$ cat src/rtl/pc_trace_unit.sv
// Commit-trace recorder: captures (pc, instr) on every PC change into a first-word-fall-through FIFO.
// Halt is flagged once the PC has sat still for HALT_CYCLES consecutive cycles.
module pc_trace_unit #(
    parameter int DEPTH       = 16,
    parameter int ADDR_W      = 4,
    parameter int HALT_CYCLES = 8
) (
    input  logic              clk,
    input  logic              rstn,
    input  logic              en_i,
    input  logic [31:0]       pc_i,
    input  logic [31:0]       instr_i,
    output logic              rd_valid_o,
    input  logic              rd_ready_i,
    output logic [31:0]       rd_pc_o,
    output logic [31:0]       rd_instr_o,
    output logic [ADDR_W:0]   count_o,
    output logic              overflow_o,
    output logic [15:0]       drop_cnt_o,
    output logic              halted_o
);

    // state  | meaning
    // IDLE   | capture disabled, FIFO contents retained
    // ARMED  | next enabled cycle captures unconditionally and seeds last_pc
    // RUN    | capture on every PC change, count stalled cycles otherwise
    // HALTED | PC stationary long enough; nothing captured until en_i drops
    typedef enum logic [1:0] {
        IDLE   = 2'd0,
        ARMED  = 2'd1,
        RUN    = 2'd2,
        HALTED = 2'd3
    } state_t;

    localparam int STALL_W = $clog2(HALT_CYCLES);
    localparam logic [STALL_W-1:0] STALL_TRIP = STALL_W'(HALT_CYCLES - 2);
    localparam logic [ADDR_W:0]    FULL_CNT   = (ADDR_W+1)'(DEPTH);

    state_t               state;
    logic [31:0]          last_pc;
    logic [STALL_W-1:0]   stall_cnt;

    logic [31:0]          mem_pc    [DEPTH];
    logic [31:0]          mem_instr [DEPTH];
    logic [ADDR_W-1:0]    wptr;
    logic [ADDR_W-1:0]    rptr;
    logic [ADDR_W:0]      count;
    logic                 overflow;
    logic [15:0]          drop_cnt;
    logic                 halted;

    logic                 capture;
    logic                 pop;
    logic                 full;
    logic                 wr_ok;
    logic                 drop;

    always_comb begin
        capture = 1'b0;
        if (en_i) begin
            if (state == ARMED)
                capture = 1'b1;
            else if (state == RUN && pc_i != last_pc)
                capture = 1'b1;
        end
    end

    assign full  = (count == FULL_CNT);
    assign pop   = (count != '0) && rd_ready_i;
    // A same-cycle pop frees the slot, so a full FIFO still accepts the write.
    assign wr_ok = capture && (!full || pop);
    assign drop  = capture && !wr_ok;

    always_ff @(posedge clk) begin
        if (!rstn) begin
            state     <= IDLE;
            last_pc   <= '0;
            stall_cnt <= '0;
            halted    <= 1'b0;
        end else begin
            case (state)
                IDLE: begin
                    if (en_i)
                        state <= ARMED;
                end
                ARMED: begin
                    if (!en_i) begin
                        state <= IDLE;
                    end else begin
                        last_pc   <= pc_i;
                        stall_cnt <= '0;
                        state     <= RUN;
                    end
                end
                RUN: begin
                    if (!en_i) begin
                        state     <= IDLE;
                        last_pc   <= '0;
                        stall_cnt <= '0;
                    end else if (pc_i != last_pc) begin
                        last_pc   <= pc_i;
                        stall_cnt <= '0;
                    end else if (stall_cnt == STALL_TRIP) begin
                        state  <= HALTED;
                        halted <= 1'b1;
                    end else begin
                        stall_cnt <= stall_cnt + STALL_W'(1);
                    end
                end
                HALTED: begin
                    if (!en_i) begin
                        state     <= IDLE;
                        halted    <= 1'b0;
                        last_pc   <= '0;
                        stall_cnt <= '0;
                    end
                end
                default: state <= IDLE;
            endcase
        end
    end

    always_ff @(posedge clk) begin
        if (rstn && wr_ok) begin
            mem_pc[wptr]    <= pc_i;
            mem_instr[wptr] <= instr_i;
        end
    end

    always_ff @(posedge clk) begin
        if (!rstn) begin
            wptr     <= '0;
            rptr     <= '0;
            count    <= '0;
            overflow <= 1'b0;
            drop_cnt <= '0;
        end else begin
            if (wr_ok)
                wptr <= wptr + ADDR_W'(1);
            if (pop)
                rptr <= rptr + ADDR_W'(1);
            case ({wr_ok, pop})
                2'b10:   count <= count + (ADDR_W+1)'(1);
                2'b01:   count <= count - (ADDR_W+1)'(1);
                default: count <= count;
            endcase
            if (drop) begin
                overflow <= 1'b1;
                if (drop_cnt != 16'hFFFF)
                    drop_cnt <= drop_cnt + 16'd1;
            end
        end
    end

    // Head data is masked while empty so stale storage never leaks out.
    assign rd_valid_o = (count != '0);
    assign rd_pc_o    = rd_valid_o ? mem_pc[rptr]    : 32'd0;
    assign rd_instr_o = rd_valid_o ? mem_instr[rptr] : 32'd0;
    assign count_o    = count;
    assign overflow_o = overflow;
    assign drop_cnt_o = drop_cnt;
    assign halted_o   = halted;

endmodule

$ cat config.mk
export PLATFORM = sky130hd
export DESIGN_NAME = pc_trace_unit
export DESIGN_NICKNAME = d
export VERILOG_FILES = /design/src/rtl/pc_trace_unit.sv
export SDC_FILE = /design/constraint.sdc
export NUM_CORES = 1
export LEC_CHECK = 0
export ABC_AREA = 1
export CAP_MARGIN = 30
export CORE_AREA = 5 5 385 387
export DETAILED_ROUTE_END_ITERATION = 8
export DIE_AREA = 0 0 390 392
export PLACE_DENSITY_LB_ADDON = 0.12
export SYNTH_ARGS = -nofsm -noshare
export SYNTH_HDL_FRONTEND = slang
export SYNTH_SLANG_ARGS = --single-unit
$ cat constraint.sdc
create_clock -name clk -period 6 [get_ports clk]
set_clock_uncertainty 0.1 [all_clocks]
set_input_delay 1.2 -clock clk [delete_from_list [all_inputs] [get_ports clk]]
set_output_delay 1.2 -clock clk [all_outputs]
set_load 0.05 [all_outputs]
After elaboration in Yosys (flattened, before gate mapping)
Memory sizes are Yosys's and may differ from the RTL's. A register that Yosys moved wholly into a read port is not among the register bits.
Cells that the tools add are included.
{"block": "totals", "n_memories": 2, "mem_bits_rw": 1024, "ff_bits": 68, "output_inout_bits": 88}
{"block": "classes", "addsub": 6, "n_eq_ne": 19, "reduce_logical": 18, "muxes": 35}
{"memory": "mem_instr", "words": 16, "width": 32, "rd": 1, "rd_ports_with_merged_regs": 1, "wr": 1, "line": "44", "rtl": "logic [31:0] mem_instr [DEPTH];"}
{"memory": "mem_pc", "words": 16, "width": 32, "rd": 1, "rd_ports_with_merged_regs": 1, "wr": 1, "line": "43", "rtl": "logic [31:0] mem_pc [DEPTH];"}
{"operator": "32-bit two-way mux", "n": 6}
{"operator": "32-bit one-hot mux with 3 select lines", "n": 1}
{"operator": "32-bit inequality test", "n": 1}
{"operator": "16-bit by 1-bit adder with 16-bit output (second input constant)", "n": 1}
{"operator": "4-bit two-way mux", "n": 4}
{"operator": "16-bit inequality test (second input constant)", "n": 1}
{"operator": "3-bit two-way mux", "n": 5}
{"operator": "2-bit two-way mux", "n": 6}
{"operator": "4-bit AND reduction", "n": 3}
{"operator": "2-bit inequality test (second input constant)", "n": 5}
{"operator": "5-bit one-hot mux with 2 select lines", "n": 1}
{"operator": "1-bit two-way mux", "n": 9}
{"operator": "3-bit one-hot mux with 3 select lines", "n": 1}
{"operator": "4-bit by 1-bit adder with 4-bit output (second input constant)", "n": 2}
{"operator": "2-bit one-hot mux with 4 select lines", "n": 1}
{"operator": "2-bit equality test (second input constant)", "n": 3}
{"operator": "3-bit by 2-bit inequality test with 1-bit output (second input constant)", "n": 2}
{"operator": "5-bit by 1-bit adder with 5-bit output (second input constant)", "n": 1}
{"operator": "5-bit equality test (second input constant)", "n": 1}
{"operator": "1-bit logical AND", "n": 5}
{"operator": "5-bit AND reduction", "n": 1}
{"operator": "5-bit nonzero test", "n": 1}
{"operator": "5-bit by 1-bit subtractor with 5-bit output (second input constant)", "n": 1}
{"operator": "2-bit by 1-bit equality test with 1-bit output (second input constant)", "n": 2}
{"operator": "12 further kinds", "n": 14}

Longest topological paths before layout
Gate-level depths: netlist (run 1).
{"block": "logic_depth", "ltp_word": 9, "mapped_depth": 21}

Worst setup path after synthesis (run 1)
No wires, ideal clock.
{"block": "synth_path", "kind": "input -> register", "startpoint": "input port pc_i[8]", "endpoint": "memory mem_instr[0][0] (enable)", "arrival_time_ps": 4814, "required_ps": 5414, "n_path_buf": 0, "cell_stages": 14, "slack_ps": 600, "cell_sequence": "inv_1 nand2_1 nand2_1 nand3_1 nor2_1 nand2_1 nor2_1 nand2_1 nand2_2 nand2_1 nand2_2 nor2_1 nand2_1 nor2_1"}
{"block": "synth_via", "elab_chain_cells": 9}
{"item": "from (decl)", "line": "11", "rtl": "input logic [31:0] pc_i,"}
{"item": "32-bit inequality test", "line": "63", "rtl": "else if (state == RUN && pc_i != last_pc)"}
{"item": "1-bit logical AND", "line": "63"}
{"item": "1-bit two-way mux", "line": "63"}
{"item": "1-bit two-way mux", "line": "61", "rtl": "if (state == ARMED)"}
{"item": "1-bit two-way mux", "line": "60", "rtl": "if (en_i) begin"}
{"item": "1-bit logical AND", "line": "71", "rtl": "assign wr_ok = capture && (!full || pop);"}
{"item": "1-bit logical AND", "line": "124", "rtl": "if (rstn && wr_ok) begin"}
{"item": "1-bit two-way mux", "line": "124"}
{"item": "1-bit two-way mux (not written as such)", "line": "126", "rtl": "mem_instr[wptr] <= instr_i;"}
{"item": "to (decl)", "line": "44"}
Every way passes these cells.

==> flow_summary.json, run 1 <==
{
  "ys_seq_area_share_pct": 74.8,
  "die_w_um": 390,
  "min_from": "last_pc[25]$_SDFFE_PN0P_",
  "vias": 27400,
  "drv_cap": 0,
  "crit_required_ns": 4.70,
  "yosys-top-cells-count": "1024 x edfxtp_1, 562 x nor2_1, 531 x o21ai_0",
  "start_util_pct": 29.8,
  "ant_nets": 0,
  "leakagePower_uw": 0.0160,
  "antenna_found_initial": 6,
  "fin_crit_ns": 5.35,
  "hp-class": "reg -> reg",
  "grt_start_max_net_pins": 179,
  "utilization_pct": 35.6,
  "grt_pass1_vias": 27400,
  "syn-cell-area_mm2": 0.0431,
  "holdPathStages": 2,
  "reg2reg_to": "mem_instr[5][30]$_DFFE_PP_",
  "syn-num-nets": 3323,
  "pre_cts_ws_ns": 1.00,
  "coreArea_mm2": 0.145,
  "dp_cells": 5189,
  "fillCellCount": 14000,
  "power_density_mw_per_mm2": 438,
  "worst-slew-pin-transition_ns": 1.00,
  "grt_pass1_wl_um": 192000,
  "dr.pass1.iters": 5,
  "place_congestion": 0.715,
  "timing.rr.start": "last_pc[31]$_SDFFE_PN0P_",
  "rsz0062_at_grt": "false",
  "insertion_delay_ns": 0.76,
  "ys_async_sr_fraction_pct": 0,
  "port_buffers": 155,
  "crit_fanout": 92,
  "crit_arrival_ns": 4.05,
  "peakVddDrop_mv": 0.328,
  "yosys-top-cells-area": "edfxtp_1 71%, o21ai_0 6.2%, nor2_1 4.9%",
  "cts_sinks": 1096,
  "holdPathEnd": "last_pc[25]$_SDFFE_PN0P_",
  "track_usage_pct": 16.9,
  "hold_viol_final": 0,
  "reg2regPathDepth": 13,
  "rows": 140,
  "postCtsSetupRepairBufs": 0,
  "drtIter0Drc": 2103,
  "outcome": "finished clean",
  "instances_no_fill": 5429,
  "crit_path_start_kind": "flop",
  "clk_pin_slew_worst_paths_ns": 0.06,
  "maxSlewHeadroom_pct": 33.2,
  "syn_area_per_cell_um2": 13.3,
  "drc": 0,
  "die_h_um": 392,
  "reg2reg_slack_ns": 2.70,
  "setup_slack_ns": 0.653,
  "grt-ovfl-total": 0,
  "dp_hpwl_um": 69100,
  "endpoint_kind": "primary output",
  "drt-total-wl_um": 131000,
  "io_pins": 156,
  "period_share_pct": 89.1,
  "drive_above_1_share_pct": 9.41,
  "htreeDepth": 4,
  "cts-buffers-inserted": 131,
  "netlist_instances": 3245,
  "fp.dieArea_mm2": 0.153,
  "ys_types": 42,
  "final.setup.tns_ns": 0,
  "hold_ws_ns": 0.377,
  "vias_per_cell": 5.04,
  "hold_buffers": 0,
  "cts_tree": "done",
  "synth_edf_count": 1024,
  "drv_slew": 0,
  "nets": 3483,
  "synth_top_area_cell": "edfxtp_1",
  "finalSetupViolCount": 0,
  "synthFlopType": "edfxtp_1",
  "synth_most_common_cell": "edfxtp_1",
  "cts.path.max_buffers": 3,
  "cts_root_buf": "clkbuf_16",
  "wl_per_cell_um": 24.2,
  "cts.repair.resized": 0,
  "max_freq_ghz": 0.187,
  "ys_ff_latch": 1096,
  "ys_warn_count": 0,
  "area_growth_pct": 19.6,
  "critical_path_class": "reg -> out",
  "yosysTopAreaCellShare_pct": 71.4
}
[worst max-delay path by stage]
stage / end / start
after floorplan: mem_instr[0][0]$_DFFE_PP_ / pc_i[8]
after global placement: mem_instr[5][22]$_DFFE_PP_ / pc_i[2]
after detailed placement: mem_pc[0][17]$_DFFE_PP_ / pc_i[2]
after CTS: rd_pc_o[6] / flop
after global routing: rd_pc_o[21] / flop
final: rd_pc_o[21] / flop
[layer usage]
metal | wire, um | track usage [%] | vias to the layer above
li1 | - | - | 12600
met1 | 61700 | 23.6 | 14000
met2 | 60900 | 27.2 | 604
met3 | 6050 | 3.22 | 159
met4 | 2770 | 4.30 | 2
met5 | 8 | 0 | -
[critical path, cell delays in order (launching register included)]
cell	delay, ns
dfxtp_4	0.53
inv_8	0.39
buf_12	0.44
o21ai_0	0.17
o221ai_1	0.21
nand3_1	0.11
a21oi_1	0.46
clkdlybuf4s50_1	0.91
[cell families after synthesis]
family | Yosys count | synth area share (%)
and+or+nand+nor | 819 | 7.81
adders and majority gates | 10 | 0.291
DFF | 1096 | 74.8
xor gates and xnor gates | 31 | 0.631
buffers and inverters | 301 | 2.75
AOI/OAI and AO/OA | 988 | 13.8
[power by group]
group	switching, uW	total (uW)	internal (uW)
clock	3160	7570	4400
combinational	4640	6430	1790
sequential	117	8540	8420
[state kept, by name, indices dropped and copies added (netlist names), named ones only]
| signal | cells |
|---|---|
| last_pc | 32 |
| drop_cnt_o | 16 |
| mem_pc | 512 |
| rptr | 4 |
| count_o | 5 |
| stall_cnt | 3 |
| state | 2 |
| overflow_o | 1 |
| wptr | 4 |
| mem_instr | 512 |
| halted_o | 1 |
[layout make-up]
type | count | area (um^2) | share of cell area [%]
Sequential cell | 1096 | 32200 | 62.5
Multi-Input combinational cell | 1848 | 9820 | 19.1
Clock buffer | 177 | 3530 | 6.86
Timing Repair Buffer | 260 | 2740 | 5.31
Tap cell | 1917 | 2400 | 4.66
Clock inverter | 59 | 509 | 0.989
Inverter | 68 | 284 | 0.552
Antenna cell | 4 | 10.0 | 0.0194
[stage by stage]
step	total power (uW)	area [um^2]
floorplan	12600	43100
CTS	22900	51500
finish	22500	51500
global placement	15200	47400
detailed placement	15300	47400
global route	23600	51500
[layout by cell type, fill, tap and decap left out, types with 4 or more instances in the layout]
master	Yosys	final
nand4_1	7	7
a21oi_1	111	111
nand3_1	100	100
clkbuf_1	196	40
clkdlybuf4s50_1	0	155
buf_4	1	74
clkinv_2	1	19
nor3_1	11	11
buf_12	0	30
ha_1	10	10
dfxtp_4	0	4
dfxtp_1	72	68
o221ai_1	180	180
edfxtp_1	1024	1024
clkbuf_8	0	4
nor2_4	1	17
xor2_1	5	5
o22ai_1	83	83
xnor2_1	26	26
nor2_1	562	546
bufinv_16	0	6
inv_6	1	11
clkinv_1	2	20
diode_2	0	4
clkbuf_16	0	133
nand2_1	118	118
inv_1	57	56
o21ai_0	531	531
o211ai_1	76	76
(Power assumes the default switching activity.)
==> inputs of run 2 (changes only) <==
Settings changed: CAP_MARGIN 30 to 20, HOLD_SLACK_MARGIN set to 0.05, SKIP_LAST_GASP set to 1.
==> run 2 against run 1 <==
  * Register-to-register slack better by 0.03 ns
  * Utilization is 0.084 points lower
  * Global-route usage hardly changed
  * Critical endpoint is now rd_pc_o[25]
  * Largest power group unchanged
==> flow_summary.json, run 2 (synthesis gave the netlist of run 1 again) <==
{
  "dp_hpwl_um": 68800,
  "grt_pass1_wl_um": 193000,
  "drive_above_1_share_pct": 9.08,
  "layout_commonest_cell": "edfxtp_1",
  "area_growth_pct": 19.3,
  "instances_no_fill": 5422,
  "critical_path_class": "reg -> out",
  "final.setup.tns_ns": 0,
  "rsz0062_at_grt": "false",
  "wl_met3_um": 5230,
  "endpoint_kind": "primary output",
  "met1Wirelength_um": 62600,
  "routed.top_layer": "met5",
  "port_buffers": 155,
  "final_cell_mix": "1024 x edfxtp_1, 546 x nor2_1, 531 x o21ai_0, 180 x o221ai_1, 155 x clkdlybuf4s50_1",
  "finalSetupViolCount": 0,
  "wl_per_cell_um": 24.2,
  "hold_buffers": 0,
  "grt_pass1_vias": 27500,
  "hold_viol_final": 0,
  "dp_cells": 5188,
  "drc": 0,
  "rows": 140,
  "cts.path.max_buffers": 3,
  "cts_tree": "done",
  "power_density_mw_per_mm2": 435,
  "routed-wl-met2_um": 61700,
  "drv_slew": 0,
  "track_usage_pct": 16.9,
  "crit_required_ns": 4.70,
  "hp-class": "reg -> reg",
  "cts_sinks": 1096,
  "vias_per_cell": 5.05,
  "insertion_delay_ns": 0.75,
  "coreArea_mm2": 0.145,
  "drtIter0Drc": 1739,
  "worst-slew-pin-transition_ns": 1.17,
  "start_util_pct": 29.8,
  "dr.pass1.iters": 5,
  "maxSlewHeadroom_pct": 22.3,
  "drv_cap": 0,
  "cts.repair.resized": 0,
  "leakagePower_uw": 0.0159,
  "drt-total-wl_um": 131000,
  "die_w_um": 390,
  "cts_root_buf": "clkbuf_16",
  "cts-buffers-inserted": 130,
  "clk_pin_slew_worst_paths_ns": 0.06,
  "crit_path_start_kind": "flop",
  "outcome": "finished clean",
  "grt-ovfl-total": 0,
  "hold_ws_ns": 0.375,
  "htreeDepth": 4,
  "max_freq_ghz": 0.185,
  "reg.largest.list": "mem_instr (512), mem_pc (512), last_pc (32)",
  "grt_start_max_net_pins": 179,
  "antenna_found_initial": 5,
  "vias": 27400,
  "io_pins": 156,
  "nets": 3481,
  "fin_crit_ns": 5.39,
  "crit_arrival_ns": 4.09,
  "ant_nets": 0,
  "peakVddDrop_mv": 0.334,
  "fp.dieArea_mm2": 0.153,
  "postCtsSetupRepairBufs": 0,
  "die_h_um": 392,
  "crit_fanout": 92,
  "place_congestion": 0.715,
  "period_share_pct": 89.9
}
## run 2: metrics by stage
stage	cell area, um^2	power (uW)	util [%]	worst slack (ns)
global placement	47400	15200	32.8	0.925
CTS	51400	22700	35.5	0.471
floorplan	43100	12600	-	0.600
finish	51400	22300	35.5	0.607
detailed placement	47400	15200	32.8	0.980
global route	51400	23400	35.5	0.387
## run 2: power by group
group	switching (uW)	internal, uW
registers	116	8420
logic	4640	1760
clock network	3100	4290
## run 2: final cells by class
| cell class | instances | area, um^2 |
|---|---|---|
| fill | 14000 | 93100 |
| sequential | 1096 | 32200 |
| multi-input combinational | 1848 | 9820 |
| clock buffer | 185 | 3570 |
| timing repair buffer | 259 | 2710 |
| tap | 1917 | 2400 |
| clock inverter | 48 | 384 |
| inverter | 68 | 284 |
| antenna | 1 | 2.50 |
## run 2: layer usage
metal | up-vias | global-route usage [%]
met4 | 2 | 3.80
met3 | 132 | 2.94
met1 | 14000 | 23.8
met5 | - | 0
li1 | 12600 | -
met2 | 551 | 27.4
## run 2: worst paths after layout
check | start | to | slack (ns) | cells past startpoint
min | last_pc[20]$_SDFFE_PN0P_ | last_pc[20]$_SDFFE_PN0P_ | 0.38 | 2
min reg2reg | last_pc[20]$_SDFFE_PN0P_ | last_pc[20]$_SDFFE_PN0P_ | 0.38 | 2
max reg2reg | last_pc[31]$_SDFFE_PN0P_ | mem_instr[0][1]$_DFFE_PP_ | 2.73 | 13
max | flop | rd_pc_o[25] | 0.61 | 7
## run 2: critical path, stage by stage (launching register included)
cell and delay (ns):
dfxtp_4 0.53, inv_8 0.39, buf_12 0.45, o21ai_0 0.20, o221ai_1 0.31, o211ai_1 0.14, a21oi_1 0.33, clkdlybuf4s50_1 0.88
==> inputs of run 3 (changes only) <==
Settings changed: ABC_AREA 1 to not set, CORE_AREA 5 5 385 387 to 5 5 382 384, CTS_BUF_LIST set to sky130_fd_sc_hd__clkbuf_4 sky130_fd_sc_hd__clkbuf_8, DIE_AREA 0 0 390 392 to 0 0 387 389, MAX_ROUTING_LAYER set to met4.
==> run 3 against run 2 <==
  * Sequential cell count unchanged
  * Global-route usage decreased by 2.0 points
  * Synthesized cell count decreased by 42%
  * Register-to-register slack got worse by 0.51 ns
  * Via count decreased by 27%
  * Power decreased by 5.1%
  * Worst setup slack got worse by 0.18 ns
  * Design area decreased by 1.3%
  * Largest power group unchanged
  * Highest routed layer is now met4
  * Critical path type unchanged
==> flow_summary.json, run 3 <==
{
  "syn_area_per_cell_um2": 22.6,
  "htreeDepth": 4,
  "grt_start_max_net_pins": 99,
  "area_growth_pct": 20.1,
  "crit_path_frequent_cell": "mux4_2",
  "coreArea_mm2": 0.142,
  "power.total_uw": 21200,
  "insertion_delay_ns": 0.87,
  "crit_arrival_ns": 4.28,
  "hold_viol_final": 0,
  "drv_cap": 0,
  "cts.repair.resized": 0,
  "utilization_pct": 35.6,
  "internal-power_uw": 14700,
  "dp_hpwl_um": 58700,
  "outcome": "finished clean",
  "grt_pass1_wl_um": 158000,
  "period_share_pct": 92.9,
  "reg2regPathDepth": 11,
  "vias": 20000,
  "rsz0062_at_grt": "false",
  "clk_pin_slew_worst_paths_ns": 0.06,
  "hold_ws_ns": 0.382,
  "drt-total-wl_um": 108000,
  "drc": 0,
  "crit_slowest_cell": "dfxtp_4",
  "start_util_pct": 29.6,
  "cts-buffers-inserted": 187,
  "crit_buf_inv": 2,
  "timing.rr.start": "last_pc[20]$_SDFFE_PN0P_",
  "yosys-top-cells-area": "edfxtp_1 73%, mux4_2 17%, dfxtp_1 3.4%",
  "antenna_found_initial": 7,
  "min_from": "stall_cnt[1]$_SDFFE_PN0P_",
  "finalSetupViolCount": 0,
  "die_h_um": 389,
  "ys_types": 51,
  "clock_power_share_pct": 32.2,
  "p_sw_share_pct": 30.8,
  "power_density_mw_per_mm2": 418,
  "p_switching_uw": 6530,
  "critical_path_class": "reg -> out",
  "crit_fanout": 49,
  "ys_seq_area_share_pct": 76.3,
  "place_congestion": 0.708,
  "maxSlewHeadroom_pct": 27.4,
  "peakVddDrop_mv": 0.325,
  "grt-ovfl-total": 0,
  "hp-class": "reg -> reg",
  "ys_async_sr_fraction_pct": 0,
  "crit_required_ns": 4.70,
  "worstPathCellList": "buf_12 > mux4_2 > mux4_2 > and2_1 > clkdlybuf4s50_1",
  "io_pins": 156,
  "final.setup.tns_ns": 0,
  "wl_per_cell_um": 25.5,
  "cts_root_buf": "clkbuf_8",
  "synth_edf_count": 1024,
  "yosys-top-cells-count": "1024 x edfxtp_1, 320 x mux4_2, 72 x dfxtp_1",
  "drtIter0Drc": 1336,
  "crit_path_start_kind": "flop",
  "syn-cell-area_mm2": 0.0422,
  "track_usage_pct": 14.8,
  "drv_slew": 0,
  "final_cell_mix": "1024 x edfxtp_1, 320 x mux4_2, 192 x clkbuf_8, 155 x clkdlybuf4s50_1, 69 x clkbuf_4",
  "dr.pass1.iters": 4,
  "synth_top_area_cell": "edfxtp_1",
  "path_depth": 5,
  "hold_buffers": 0,
  "syn-num-nets": 1945,
  "worst-slew-pin-transition_ns": 1.09,
  "max_freq_ghz": 0.179,
  "seq_power_share_pct": 40.3,
  "die_w_um": 387,
  "drive_above_1_share_pct": 31.7,
  "rows": 139,
  "yosysTopAreaCellShare_pct": 72.9,
  "synthFlopType": "edfxtp_1",
  "crit_family": "buffers and inverters",
  "cts_sinks": 1096,
  "port_buffers": 155,
  "ys_ff_latch": 1096,
  "critical-path-max-stage-delay_ns": 0.81,
  "fin_crit_ns": 5.58,
  "reg.largest.list": "mem_instr (512), mem_pc (512), last_pc (32)",
  "leakagePower_uw": 0.0155,
  "holdPathStages": 2,
  "nets": 2270,
  "layout_commonest_cell": "edfxtp_1",
  "grt_pass1_vias": 22000,
  "p_comb_share_pct": 27.5,
  "postCtsSetupRepairBufs": 0,
  "synth_most_common_cell": "edfxtp_1",
  "vias_per_cell": 4.72,
  "ant_nets": 0,
  "fp.dieArea_mm2": 0.151,
  "cts_tree": "done",
  "endpoint_kind": "primary output",
  "netlist_instances": 1867,
  "cts.path.max_buffers": 3,
  "ys_warn_count": 0
}
run 3: cell count changes in the layout (fill, tap and decap cells not counted), moves of 46 or more:
cell,before,now
clkbuf_1,46,0
clkbuf_16,132,0
o22ai_1,83,0
nand2_1,118,19
nor2_1,546,26
and2_1,0,67
o211ai_1,76,2
o221ai_1,180,0
clkbuf_4,0,69
clkbuf_8,7,192
mux4_2,0,320
a21oi_1,111,15
o21ai_0,531,6
nand3_1,100,14
run 3: power by group through the flow:
| stage | Clock, uW | Sequential (uW) | Combinational (uW) |
|---|---|---|---|
| floorplan | 0 | 8660 | 3960 |
| global placement | 0 | 8700 | 5990 |
| detailed placement | 0 | 8710 | 6020 |
| CTS | 7080 | 8550 | 6040 |
| global route | 7460 | 8550 | 6230 |
| finish | 6820 | 8540 | 5830 |
run 3: cell families after synthesis:
logic type,count (synthesis),synth area share [%]
adder cells (fa/ha/maj),10,0.296
AND/OR/NAND/NOR,182,2.40
flip-flops,1096,76.3
buffers and inverters,116,1.10
XOR/XNOR,51,1.06
multiplexers,325,17.2
AO/OA/AOI/OAI,87,1.69
run 3: through the flow:
stage          cells  setup slack [ns]  instance area, um^2
5_1_grt         4247             0.133                50700
3_3_place_gp    3905             0.222                46900
4_1_cts         4242             0.190                50700
6_report        4248             0.424                50700
3_5_place_dp    3906             0.641                46900
2_1_floorplan   1867             -1.57                42200
run 3: cell type report:
class	count	area (um^2)
fill	13200	91800
sequential	1096	32200
multi-input combinational	655	9700
clock buffer	261	3160
timing repair buffer	236	2530
tap	1903	2380
clock inverter	75	629
inverter	16	60.1
antenna	6	15.0
run 3: path summary, 6_finish.rpt:
| kind | endpoint | slack, ns |
|---|---|---|
| setup / recovery | rd_pc_o[16] | 0.42 |
| hold / removal | stall_cnt[1]$_SDFFE_PN0P_ | 0.38 |
| setup reg to reg | mem_instr[11][21]$_DFFE_PP_ | 2.22 |
| hold reg to reg | stall_cnt[1]$_SDFFE_PN0P_ | 0.38 |
run 3: worst reg2reg max path, stage by stage (launching register included):
cell,delay [ns]
dfxtp_1,0.34
xor2_1,0.15
buf_4,0.19
nor4_1,0.07
buf_2,0.17
nand4_1,0.22
buf_4,0.17
o21ai_2,0.07
a21oi_1,0.33
nand3_1,0.30
nor2_4,0.92
buf_4,0.40
run 3: per-layer routing:
layer | global-route usage (%) | share of wire [%] | routed length (um) | vias up
met2 | 23.6 | 49 | 52800 | 434
met5 | - | 0 | 0 | -
met3 | 3.14 | 4.3 | 4680 | 178
li1 | - | - | - | 8572
met4 | 4.09 | 2.0 | 2170 | 0
met1 | 19.4 | 45 | 48700 | 10900
